`src/rtl/trace_trig_seq.sv`:
```
// Multi-step trace trigger sequencer: walks up to pSTEPS rule matches with an inter-step timeout.
// Define TRACE_TRIG_SEQ_AUTOREARM_EN to add I_holdoff and automatic rearm from DONE.
`timescale 1ns/1ps
module trace_trig_seq #(
  parameter int pMATCH_RULES = 8,
  parameter int pSTEPS       = 4,
  parameter int pTIMER_WIDTH = 16
) (
  input  logic                    trace_clk,
  input  logic                    reset_n,
  input  logic [pMATCH_RULES-1:0] I_match,
  input  logic                    I_synchronized,
  input  logic                    I_arm,
  input  logic                    I_disarm,
  input  logic [1:0]              I_num_steps,
  input  logic [pSTEPS*3-1:0]     I_step_rules,
  input  logic [pTIMER_WIDTH-1:0] I_timeout,
`ifdef TRACE_TRIG_SEQ_AUTOREARM_EN
  input  logic [pTIMER_WIDTH-1:0] I_holdoff,
`endif
  output logic                    O_trigger,
  output logic [1:0]              O_state,
  output logic [1:0]              O_step,
  output logic [7:0]              O_timeouts
);

  typedef enum logic [1:0] {
    ST_IDLE  = 2'd0,
    ST_ARMED = 2'd1,
    ST_SEQ   = 2'd2,
    ST_DONE  = 2'd3
  } state_e;

  localparam logic [pTIMER_WIDTH-1:0] TIMER_ONE = pTIMER_WIDTH'(1);

  state_e                  state_q, state_d;
  logic [1:0]              step_q, step_d;
  logic [pTIMER_WIDTH-1:0] timer_q, timer_d;
  logic [7:0]              timeouts_q, timeouts_d;
  logic                    trigger_q, trigger_d;
`ifdef TRACE_TRIG_SEQ_AUTOREARM_EN
  logic [pTIMER_WIDTH-1:0] hold_q, hold_d;
`endif

  logic [2:0] rule_sel;
  logic       rule_valid;
  logic       rule_hit;
  logic       step_sat;
  logic       expire;

  // Rule index for the awaited step; a step beyond pSTEPS has no rule and never matches.
  always_comb begin
    // NOTE: every combinational output gets a default first so no path leaves it unassigned (no latch).
    rule_sel   = '0;
    rule_valid = 1'b0;
    for (int k = 0; k < pSTEPS; k++) begin
      if (int'(step_q) == k) begin
        rule_sel   = I_step_rules[3*k +: 3];
        rule_valid = 1'b1;
      end
    end
  end

  // Indices at or above pMATCH_RULES fall through the loop and stay unmatched.
  always_comb begin
    rule_hit = 1'b0;
    for (int r = 0; r < pMATCH_RULES; r++) begin
      if (int'(rule_sel) == r) rule_hit = I_match[r];
    end
  end

  assign step_sat = rule_valid & rule_hit & I_synchronized;
  assign expire   = (I_timeout != '0) && (timer_q == (I_timeout - TIMER_ONE));

  always_comb begin
    state_d    = state_q;
    step_d     = step_q;
    timer_d    = timer_q;
    timeouts_d = timeouts_q;
    trigger_d  = 1'b0;
`ifdef TRACE_TRIG_SEQ_AUTOREARM_EN
    hold_d     = hold_q;
`endif

    if (I_disarm) begin
      state_d = ST_IDLE;
      step_d  = '0;
      timer_d = '0;
    end else begin
      unique case (state_q)
        ST_IDLE: begin
          if (I_arm) begin
            state_d = ST_ARMED;
            step_d  = '0;
          end
        end

        ST_ARMED: begin
          if (step_sat) begin
            timer_d = '0;
            if (I_num_steps == 2'd0) begin
              state_d   = ST_DONE;
              step_d    = '0;
              trigger_d = 1'b1;
`ifdef TRACE_TRIG_SEQ_AUTOREARM_EN
              hold_d    = '0;
`endif
            end else begin
              state_d = ST_SEQ;
              step_d  = 2'd1;
            end
          end
        end

        // Loss of sync beats both a match and expiry; a match beats expiry.
        ST_SEQ: begin
          if (!I_synchronized) begin
            state_d = ST_ARMED;
            step_d  = '0;
            timer_d = '0;
          end else if (step_sat) begin
            timer_d = '0;
            if (step_q == I_num_steps) begin
              state_d   = ST_DONE;
              trigger_d = 1'b1;
`ifdef TRACE_TRIG_SEQ_AUTOREARM_EN
              hold_d    = '0;
`endif
            end else begin
              step_d = step_q + 2'd1;
            end
          end else if (expire) begin
            state_d = ST_ARMED;
            step_d  = '0;
            timer_d = '0;
            if (timeouts_q != 8'hFF) timeouts_d = timeouts_q + 8'd1;
          end else begin
            timer_d = timer_q + TIMER_ONE;
          end
        end

        ST_DONE: begin
          if (I_arm) begin
            state_d = ST_ARMED;
            step_d  = '0;
          end
`ifdef TRACE_TRIG_SEQ_AUTOREARM_EN
          else if (hold_q == I_holdoff) begin
            state_d = ST_ARMED;
            step_d  = '0;
          end else begin
            hold_d = hold_q + TIMER_ONE;
          end
`endif
        end

        default: begin
          state_d = ST_IDLE;
          step_d  = '0;
          timer_d = '0;
        end
      endcase
    end
  end

  always_ff @(posedge trace_clk or negedge reset_n) begin
    if (!reset_n) begin
      state_q    <= ST_IDLE;
      step_q     <= '0;
      timer_q    <= '0;
      timeouts_q <= '0;
      trigger_q  <= 1'b0;
`ifdef TRACE_TRIG_SEQ_AUTOREARM_EN
      hold_q     <= '0;
`endif
    end else begin
      // NOTE: non-blocking assignments so every flop samples the pre-edge values of the others.
      state_q    <= state_d;
      step_q     <= step_d;
      timer_q    <= timer_d;
      timeouts_q <= timeouts_d;
      trigger_q  <= trigger_d;
`ifdef TRACE_TRIG_SEQ_AUTOREARM_EN
      hold_q     <= hold_d;
`endif
    end
  end

  assign O_trigger  = trigger_q;
  assign O_state    = state_q;
  assign O_step     = step_q;
  assign O_timeouts = timeouts_q;

endmodule

```
`config.mk`:
```
export PLATFORM = sky130hd
export DESIGN_NAME = trace_trig_seq
export DESIGN_NICKNAME = d
export VERILOG_FILES = /design/src/rtl/trace_trig_seq.sv
export SDC_FILE = /design/constraint.sdc
export NUM_CORES = 1
export LEC_CHECK = 0
export ABC_AREA = 0
export BUFFER_PORTS_ARGS = -buffer_cell sky130_fd_sc_hd__buf_4
export CORE_MARGIN = 8
export CORE_UTILIZATION = 40
export DETAILED_ROUTE_END_ITERATION = 8
export SETUP_SLACK_MARGIN = 0.02
export SLEW_MARGIN = 20
export SYNTH_ARGS = -nofsm -noshare
export SYNTH_HDL_FRONTEND = slang
export SYNTH_SLANG_ARGS = --single-unit
```
`constraint.sdc`:
```
create_clock -name trace_clk -period 6.8 [get_ports trace_clk]
set_clock_uncertainty 0.2 [all_clocks]
set_input_delay 0.34 -clock trace_clk [delete_from_list [all_inputs] [get_ports trace_clk]]
set_output_delay 0.34 -clock trace_clk [all_outputs]
set_load 0.01 [all_outputs]
```
After elaboration in Yosys (flattened, before gate mapping). Index checks and enable logic that the tools add are counted.

Word-level logic and storage cells: 93. Bits in registers: 29. Output and inout bits: 13. Input bits: 43.

Add/subtract/negate cells: 4. Multiplexer cells: 47. Reduce and logical (&&, ||, !) cells: 12. Bitwise gates (word level): 4. Equal/unequal tests: 21.

Operators by type and width (count): $mux 16 (5); $pmux 16 s2 (1); $mux 2 (14); $mux 1 (20); $add 16x1->16 const B (1); $eq 16x16->1 (1); $reduce_bool 16->1 (1); $sub 16x1->16 const B (1); $ne 5x5->1 const B (3); $eq 3x3->1 const B (4); $mux 3 (4); $pmux 2 s3 (2); $add 8x1->8 const B (1); $eq 2x2->1 const B (4); $ne 8x8->1 const B (1); $reduce_and 4->1 (2); $eq 3x2->1 const B (2); $logic_not 2->1 (3); $reduce_and 6->1 (1); $eq 2x1->1 const B (2); $eq 3x1->1 const B (1); $logic_not 3->1 (1); $ne 3x1->1 const B (1); $ne 3x3->1 const B (1); other kinds (9) (11).

Longest topological paths before layout. Gate-level depths: netlist of the first run.

Word-level depth: 20. Gate-level depth with buffers: 12.

Worst setup path before layout of the first run. Ideal clock, no wire load.

Path type: register to register. Start point: reg step_q[0] (netlist: O_step[0]). End point: reg timer_q[6]. Period minus slack after synthesis: 3.168 ns. Cell stages (with the launch flop): 12. Path buffers: 2. Setup time: 0.121 ns. Data arrival time: 2.847 ns. Slack: 3.632 ns. Required time: 6.479 ns. Cell sequence: dfrtp_1 -> ha_1 -> clkbuf_1 -> or3b_1 -> o211a_1 -> o221a_2 -> nor4_1 -> o21ai_0 -> nand2_1 -> buf_2 -> o21ai_0 -> a22o_1.

Word-level cells in the longest chain between the ends: 20. Elaborated cells on any way between the ends: 36. Classes of those cells: eq/ne (11); mux (20); bitwise (2); reduce/logical (3).

RTL lines: start: declaration (line 37) `logic [1:0] step_q, step_d;`; start signal: assignment (line 179) `step_q <= step_d;`; $logic_not 2->1 (line 57) `if (int'(step_q) == k) begin`; $mux 3 (4 in a row) (line 57); $logic_not 3->1 (line 68) `if (int'(rule_sel) == r) rule_hit = I_match[r];`; $mux 1 (8 in a row) (line 68); $and 1x1->1 * (2 in a row) (line 72) `assign step_sat = rule_valid & rule_hit & I_synchronized;`; $mux 16 (line 121) `end else if (step_sat) begin`; $mux 16 (line 117) `if (!I_synchronized) begin`; $pmux 16 s2 (line 90) `unique case (state_q)`; $mux 16 (line 85) `if (I_disarm) begin`; end signal: assignment (line 180) `timer_q <= timer_d;`; end: declaration (line 38) `logic [pTIMER_WIDTH-1:0] timer_q, timer_d;`.

Every way passes the cells marked *; elsewhere a longest branch is shown, timed or not. A chain may end at the register's enable or synchronous reset.

Worst setup path in the final report of the first run.
Start point: reg step_q[0] (netlist: O_step[0]). End point: reg timer_q[7].

The elaborated chain is that of the path after synthesis.

==> results of run 1 <==
## state kept, by name, indices dropped and copies added, names as in the netlist
name and count:
O_step 2, O_timeouts 8, O_trigger 1, timer_q 16, O_state 2
## final cells by class
cell class / instances / area [µm²] / area share
Clock buffer: 5 / 68.8 / 0.0219
Clock inverter: 3 / 17.5 / 0.00556
Inverter: 17 / 63.8 / 0.0203
Multi-Input combinational cell: 245 / 1750 / 0.557
Sequential cell: 29 / 726 / 0.230
Tap cell: 77 / 96.3 / 0.0306
Timing Repair Buffer: 56 / 423 / 0.134
## worst min-delay path by stage
stage | to | slack, ps | depth (start not counted)
final | O_trigger | 80 | 2
after global routing | O_trigger | 80 | 2
after CTS | O_trigger | 70 | 2
after detailed placement | O_timeouts[4] | 100 | 1
after global placement | O_timeouts[1] | 100 | 1
after floorplan | O_state[0] | -160 | 0
## routing by layer
metal,up-vias,GRT usage,part of all wire
met5,-,0,0
met2,54,0.226,0.45
met1,1215,0.184,0.49
li1,1245,-,-
met4,0,0.0284,0.0028
met3,2,0.0356,0.054
## where the power goes
group	internal, µW	leakage, µW	total, µW	switching (µW)
logic	110	0.00104	242	133
clock network	70.5	0.0000439	140	69.5
registers	180	0.000403	191	10.9
## cell usage after synthesis (7+ instances only)
library cell  instances
inv_1                17
o21ai_0               9
nand4_1              13
xor2_1                8
and3_1               16
ha_1                  9
xnor2_1              19
nand2_1              14
nor3_1               11
clkbuf_1              7
dfrtp_1              29
nor2_1               20
a22o_1               12
nor2b_1              10
## worst register-to-register path, delay by kind of cell, from the launching register on
| family | cells | cell delay [ps] |
|---|---|---|
| AOI/OAI and AO/OA | 5 | 1690 |
| DFF | 1 | 470 |
| buffers and inverters | 1 | 120 |
| adders and majority gates | 1 | 280 |
| and+or+nand+nor | 3 | 1030 |
## metrics by stage
step	hold WS, ps	util	instances
floorplan	-156	-	305
global placement	95.4	0.481	423
detailed placement	95.0	0.481	423
CTS	73.3	0.496	432
global route	75.3	0.496	432
finish	80.7	0.496	432
## logic make-up (layout without fill, tap and decap cells)
family | Yosys count | count (layout) | synth area share
xor+xnor | 27 | 27 | 0.0898
buf+inv | 31 | 81 | 0.0584
compound gates | 75 | 75 | 0.224
mux | 4 | 4 | 0.0162
simple gates | 130 | 130 | 0.294
fa+ha+maj | 9 | 9 | 0.0428
flops | 29 | 29 | 0.276
## what timing repair did
item | CTS | global route
resized for setup | 0 | 0
endpoints found under the hold margin | 29 | 0
hold buffers | 1 | 0
==> reports/qor.txt, run 1 <==
First-pass GRT wire length -> 11.6 mm
Most frequent cells in the layout -> buf_4 (55), dfrtp_1 (29), nor2_1 (20)
Crit Path Class -> register to register
Row count -> 29
Final instance area -> 3150 µm²
Worst R2R Path Depth -> 10
Post-CTS Setup Bufs -> 0
DRT iter0 DRCs -> 143
Post-DP HPWL -> 5.20 mm
LEAKAGE -> 0.00149 µW
Placed cell areas -> 3050 µm²
Outcome -> completed
Synth top area share -> 0.276
Post-Syn Area -> 2630 µm²
Core area -> 6350 µm²
Vias in the first global route -> 2519
Clk sinks -> 29
Overall Power -> 574 µW
Final GP Congestion -> 0.822
Tightest Hold Check Type -> input pin to register
Sequential element share of the synthesized area -> 0.276
Crit path to -> timer_q[7]
Synth Warn # -> 0
Peak VDD IR -> 0.150 mV
Antenna violations before repair -> 0
Fillcell total -> 631
Synthesis-to-finish area growth -> 19.6%
Clock transition at path regs -> 60 ps
Data arrival, critical path -> 3870 ps
Post-Syn Nets -> 357
Total gr overflow -> 0
Synth Register Bits -> 29
Max cap viols -> 0
Top_reg_cell synth -> dfrtp_1
I/O pin count -> 56
EDFF count, synth -> 0
Crit path max fanout -> 19
PortBufs -> 55
Antenna cells -> 0
Longest Clk Path Bufs -> 2
Crit path depth -> 10
Die area -> 9440 µm²
Max Clk Rate -> 260 MHz
Crit. End Element -> register
Commonest non-fill, non-tap cell in the layout -> buf_4
Crit path max-delay cell type -> nor2_2
FFs w/ async S/R, synth -> 1.00
Synth unique cells -> 65
Routed WL -> 6.73 mm
Root Driver -> clkbuf_8
RSZ-0062 raised after global routing -> false
Drt pass-1 iters -> 4
R2R Path Start -> O_step[0]
Detail Route Antenna Nets -> 0
Fin worst setup slack -> 2950 ps
DRC viols -> 0
Crit-path leading delay family -> compound AO/OA/AOI/OAI gates
Setup TNS -> 0 ps
Initial core utilization -> 0.415
Routed len/inst -> 15.6 µm
H-tree levels -> 2
Pre-CTS setup slack -> 2760 ps
Crit share post-route -> 0.567
Fraction of layout cells with a size suffix above 1 -> 0.237
CP Launch Type -> register
WP data required -> 6810 ps
Largest net degree at the start of global routing -> 30
PwrDens -> 182 nW/µm²
Avg Cell Area, Syn -> 8.64 µm²
Cells after Synth -> 305
Critical R2R Capture -> timer_q[7]
Count of final setup violators -> 0
Minimum clock period after layout -> 3850 ps
DR vias -> 2516
Nets -> 406
Crit path cell chain -> inv_1, ha_1, a211o_1, or2_2, a221oi_1, o211ai_1, nand2_1, a21bo_1, nor2_2, a22o_1
Die W -> 97.1 µm
Rel. slew slack -> 0.515
TritonCTS clock tree -> built
Final hold violation count -> 0
Synth top area cells -> dfrtp_1 (28%), xnor2_1 (6.3%), ha_1 (4.3%)
Hold Startpoint -> I_disarm
Worst Max-Slew Pin Slew -> 709 ps
Critical Path Max Stage Delay -> 600 ps
Total Routing Usage GR -> 0.140
Total CTS buffers -> 5
Vias per cell -> 5.82
Skew-Pair Late Insertion Delay -> 280 ps
Die Y -> 97.1 µm
Final slew viol count -> 0
Area leader, netlist -> dfrtp_1
Buf+Inv Stages, Crit Path -> 1
FF-to-FF setup slack -> 2950 ps
CP startpoint -> O_step[0]
(Power assumes the default switching activity.)
==> inputs of run 2 (changes only) <==
==> constraint.sdc (replaced) <==
create_clock -name trace_clk -period 3.82 [get_ports trace_clk]
set_clock_uncertainty 0.2 [all_clocks]
set_input_delay 0.191 -clock trace_clk [delete_from_list [all_inputs] [get_ports trace_clk]]
set_output_delay 0.191 -clock trace_clk [all_outputs]
set_load 0.01 [all_outputs]
==> run 2 against run 1 <==
Register-to-register slack got worse by 2500 ps. Hold slack improved by 30 ps. Global-route usage increased by 0.13 points. Critical path type unchanged. Clock power up 80%. Highest routed layer unchanged. Sequential power increased by 77%. Sequential share of layout area decreased by 0.50 points. Via count increased by 1.0%. Critical path depth increased by 1. Largest cell class unchanged. Non-clock buffer count is 9 higher. Die area unchanged. Combinational power up 81%. Core utilization grew 1.1 points.
==> reports/qor.txt, run 2 (synthesis gave the netlist of run 1 again) <==
CP Launch Type -> register
Initial core utilization -> 0.415
First-pass GRT wire length -> 11.6 mm
Crit Path Class -> register to register
DR vias -> 2542
DRC viols -> 0
Clock transition at path regs -> 70 ps
Crit share post-route -> 0.883
Clk sinks -> 29
Peak VDD IR -> 0.258 mV
Root Driver -> clkbuf_8
Core area -> 6350 µm²
WP data required -> 3790 ps
Synthesis-to-finish area growth -> 22.2%
Max Clk Rate -> 297 MHz
Die W -> 97.1 µm
Longest Clk Path Bufs -> 2
Final GP Congestion -> 0.864
Number of flip-flops under the largest register name -> 16
Vias per cell -> 5.76
LEAKAGE -> 0.00153 µW
PwrDens -> 319 nW/µm²
Worst Max-Slew Pin Slew -> 710 ps
PortBufs -> 55
Crit path max fanout -> 11
Largest net degree at the start of global routing -> 30
Setup TNS -> 0 ps
GRT met1 Usage -> 0.182
Outcome -> completed
Crit. End Element -> register
Total CTS buffers -> 5
Pre-CTS setup slack -> 317 ps
Finished Core Util -> 0.507
Met3 global-route usage -> 0.0398
Global route hottest layer -> met2
Antenna violations before repair -> 0
Total Routing Usage GR -> 0.142
Skew-Pair Late Insertion Delay -> 280 ps
Post-DP HPWL -> 5.31 mm
Data arrival, critical path -> 3340 ps
Final slew viol count -> 0
Antenna cells -> 0
I/O pin count -> 56
Tightest Hold Check Type -> input pin to register
Total gr overflow -> 0
Most flops, register -> timer_q
Count of final setup violators -> 0
Vias in the first global route -> 2502
Routed WL -> 6.85 mm
Detail Route Antenna Nets -> 0
Row count -> 29
Final hold violation count -> 0
TritonCTS clock tree -> built
Fraction of layout cells with a size suffix above 1 -> 0.253
Minimum clock period after layout -> 3370 ps
Multi-input logic area -> 1750 µm²
Drt pass-1 iters -> 6
Most frequent cells in the layout -> buf_4 (63), dfrtp_1 (29), nor2_1 (20)
Rel. slew slack -> 0.514
Fin worst setup slack -> 449 ps
Register area -> 726 µm²
Routed len/inst -> 15.5 µm
Max cap viols -> 0
DRT iter0 DRCs -> 175
Fillcell total -> 619
Commonest non-fill, non-tap cell in the layout -> buf_4
Nets -> 415
M2 GR Usage -> 0.218
Die Y -> 97.1 µm
Die area -> 9440 µm²
RSZ-0062 raised after global routing -> false
H-tree levels -> 2
run 2: per-stage QoR:
stage / cells / hold WS [ps] / area (µm²) / total power [µW]
after floorplan: 305 / -305 / 2630 / 646
after global placement: 431 / -56.9 / 3110 / 778
after detailed placement: 431 / -56.0 / 3110 / 778
after CTS: 441 / 98.5 / 3220 / 1040
after global routing: 441 / 122 / 3220 / 1100
final: 441 / 111 / 3220 / 1030
run 2: critical path, cell delays in order (launching register included):
cell	delay [ps]
dfrtp_1	470
inv_1	120
ha_1	280
a211o_1	300
or2_2	290
a221oi_1	470
o211ai_1	220
nand2_1	110
a21bo_1	210
buf_4	180
nand3_2	90
mux2_1	320
run 2: what timing repair did:
action / in CTS / in global routing
setup endpoints to repair: 0 / 0
endpoints found under the hold margin: 30 / 0
setup buffers: 0 / 0
hold buffers: 2 / 0
gates resized for setup: 0 / 0
run 2: metal layers:
| metal | up-vias | share of wire |
|---|---|---|
| met1 | 1191 | 0.47 |
| met3 | 6 | 0.067 |
| met2 | 78 | 0.45 |
| li1 | 1267 | - |
| met5 | - | 0 |
| met4 | 0 | 0.012 |
run 2: final timing paths:
path / startpoint / end / slack [ps] / depth (start not counted)
hold reg to reg: O_timeouts[6] / O_timeouts[6] / 290 / 1
max in group asynchronous: reset_n / timer_q[7] / 2980 / 2
setup reg to reg: O_step[0] / O_state[1] / 450 / 11
setup / recovery: O_step[0] / O_state[1] / 450 / 11
hold / removal: I_num_steps[0] / O_trigger / 110 / 4
min in group asynchronous: reset_n / O_timeouts[2] / 160 / 2
run 2: layout make-up:
| cell class | instances | area share |
|---|---|---|
| timing repair buffer | 65 | 0.153 |
| clock inverter | 3 | 0.00544 |
| tap | 77 | 0.0299 |
| multi-input combinational | 245 | 0.545 |
| clock buffer | 5 | 0.0214 |
| sequential | 29 | 0.225 |
| inverter | 17 | 0.0198 |
run 2: power breakdown:
part / total [µW] / internal [µW] / switching [µW]
combinational: 437 / 203 / 235
sequential: 339 / 321 / 18.3
clock: 252 / 125 / 127
total: 1030 / 649 / 379
==> inputs of run 3 (changes only) <==
--- a/config.mk
+++ b/config.mk
@@ -10,6 +10,7 @@
 export CORE_MARGIN = 8
 export CORE_UTILIZATION = 40
 export DETAILED_ROUTE_END_ITERATION = 8
+export RECOVER_POWER = 100
 export SETUP_SLACK_MARGIN = 0.02
 export SLEW_MARGIN = 20
 export SYNTH_ARGS = -nofsm -noshare
==> run 3 against run 2 <==
The run now ends with max-capacitance violations, max-slew violations left. Final cell count unchanged. Setup slack worse by 150 ps. Critical path depth up 1. Combinational power down 3%. Clock-buffer cell count unchanged. Global-route usage unchanged. Largest power group unchanged. Highest routed layer unchanged.
==> reports/qor.txt, run 3 (synthesis gave the netlist of run 1 again) <==
R2R Path Start -> O_step[0]
Crit Path Class -> register to register
CP startpoint -> O_step[0]
Clk sinks -> 29
Clock Power Share -> 0.246
Nets -> 415
Crit path max-delay cell type -> a221oi_1
Crit path max fanout -> 9
Count of final setup violators -> 0
Row count -> 29
DR vias -> 2523
Antenna cells -> 0
Vias in the first global route -> 2502
Crit path depth -> 12
Final slew viol count -> 30
Initial core utilization -> 0.415
Crit-path leading delay family -> compound AO/OA/AOI/OAI gates
TritonCTS clock tree -> built
Critical R2R Capture -> timer_q[10]
First-pass GRT wire length -> 11.6 mm
WP data required -> 3830 ps
Vias per cell -> 5.72
Die Y -> 97.1 µm
Antenna violations before repair -> 0
Routed WL -> 6.84 mm
Crit share post-route -> 0.921
Outcome -> finished with violations
Pre-CTS setup slack -> 317 ps
Switching power of the nets -> 373 µW
Synthesis-to-finish area growth -> 19.5%
Drt pass-1 iters -> 6
FF-to-FF setup slack -> 300 ps
Rel. slew slack -> -0.0550
Number of flip-flops under the largest register name -> 16
WHS -> 117 ps
Max cap viols -> 1
DRT iter0 DRCs -> 157
Total Routing Usage GR -> 0.142
Total gr overflow -> 0
Critical Path Max Stage Delay -> 470 ps
Minimum clock period after layout -> 3520 ps
Data arrival, critical path -> 3530 ps
Post-DP HPWL -> 5.31 mm
Combinational group share of total power -> 0.419
H-tree levels -> 2
Fraction of layout cells with a size suffix above 1 -> 0.203
Final hold violation count -> 0
Clock transition at path regs -> 70 ps
RSZ-0062 raised after global routing -> false
PortBufs -> 55
Crit path cell chain -> inv_1, ha_1, a211o_1, or2_2, a221oi_1, o211ai_1, nand2_1, a21bo_1, clkbuf_2, nor2_1, clkbuf_2, a22o_1
DRC viols -> 0
Skew-Pair Late Insertion Delay -> 280 ps
Longest Clk Path Bufs -> 2
Total CTS buffers -> 5
Core area -> 6350 µm²
Tightest Hold Check Type -> input pin to register
Max Clk Rate -> 284 MHz
Crit. End Element -> register
Fin worst setup slack -> 302 ps
Root Driver -> clkbuf_8
Largest net degree at the start of global routing -> 30
Die area -> 9440 µm²
Post-CTS Setup Bufs -> 0
Die W -> 97.1 µm
Commonest non-fill, non-tap cell in the layout -> buf_4
Hold-fix buffers, CTS -> 2
Failing checks -> max-capacitance violations, max-slew violations
CP Launch Type -> register
Worst R2R Path Depth -> 12
Peak VDD IR -> 0.232 mV
I/O pin count -> 56
Most flops, register -> timer_q
Post-CTS Resized -> 0
Worst Max-Slew Pin Slew -> 1580 ps
PwrDens -> 320 nW/µm²
Detail Route Antenna Nets -> 0
Sw Share -> 0.369
Internal cell power -> 636 µW
Reg power frac -> 0.336
Crit path to -> timer_q[10]
Final GP Congestion -> 0.864
Most frequent cells in the layout -> buf_4 (46), dfrtp_1 (29), nor2_1 (21)
Buf+Inv Stages, Crit Path -> 3
LEAKAGE -> 0.00146 µW
Routed len/inst -> 15.5 µm
Setup TNS -> 0 ps
Most used cell, CP -> clkbuf_2
## run 3: changes by cell type in the layout (fill, tap and decap cells not counted), sizes merged
| cell | previous run | this run |
|---|---|---|
| buf | 63 | 46 |
| clkbuf | 5 | 22 |
## run 3: worst min-delay path by stage
stage,to,startpoint,slack (ps),cells after the start
3_3_place_gp,O_timeouts[3],reset_n,-60,1
2_1_floorplan,O_state[0],reset_n,-300,0
3_5_place_dp,O_timeouts[3],reset_n,-60,1
5_1_grt,O_trigger,I_num_steps[1],120,4
6_report,O_trigger,I_num_steps[0],120,4
4_1_cts,O_trigger,I_num_steps[0],100,4
## run 3: metal layers
metal,up-vias,track usage,share of wire
met4,0,0.0544,0.0083
met2,66,0.218,0.46
li1,1267,-,-
met3,4,0.0398,0.052
met1,1186,0.182,0.48
met5,-,0,0
## run 3: layout make-up
class,count,area [µm²]
clock buffers,5,68.8
clock inverters,3,17.5
fillers,638,3200
inverters,17,63.8
multi-input cells,245,1740
flip-flops and latches,29,726
well taps,77,96.3
repair buffers,65,432
## run 3: worst reg2reg max path, stage by stage, from the launching register on
cell and delay [ps]:
dfrtp_1 460, inv_1 120, ha_1 280, a211o_1 300
or2_2 290, a221oi_1 470, o211ai_1 220, nand2_1 110
a21bo_1 210, clkbuf_2 180, nor2_1 200, clkbuf_2 260
a22o_1 160
## run 3: power groups by stage
stage / Clock [µW] / Combinational [µW] / Sequential [µW]
floorplan: 0 / 299 / 347
detailed placement: 0 / 434 / 344
CTS: 259 / 438 / 339
global route: 275 / 470 / 342
finish: 248 / 422 / 339
global placement: 0 / 434 / 344
## run 3: metrics by stage
step | cell area (µm²) | instances | utilization | power, µW
global route | 3150 | 441 | 0.496 | 1090
global placement | 3110 | 431 | 0.490 | 778
floorplan | 2630 | 305 | - | 646
CTS | 3220 | 441 | 0.507 | 1040
finish | 3150 | 441 | 0.496 | 1010
detailed placement | 3110 | 431 | 0.490 | 778
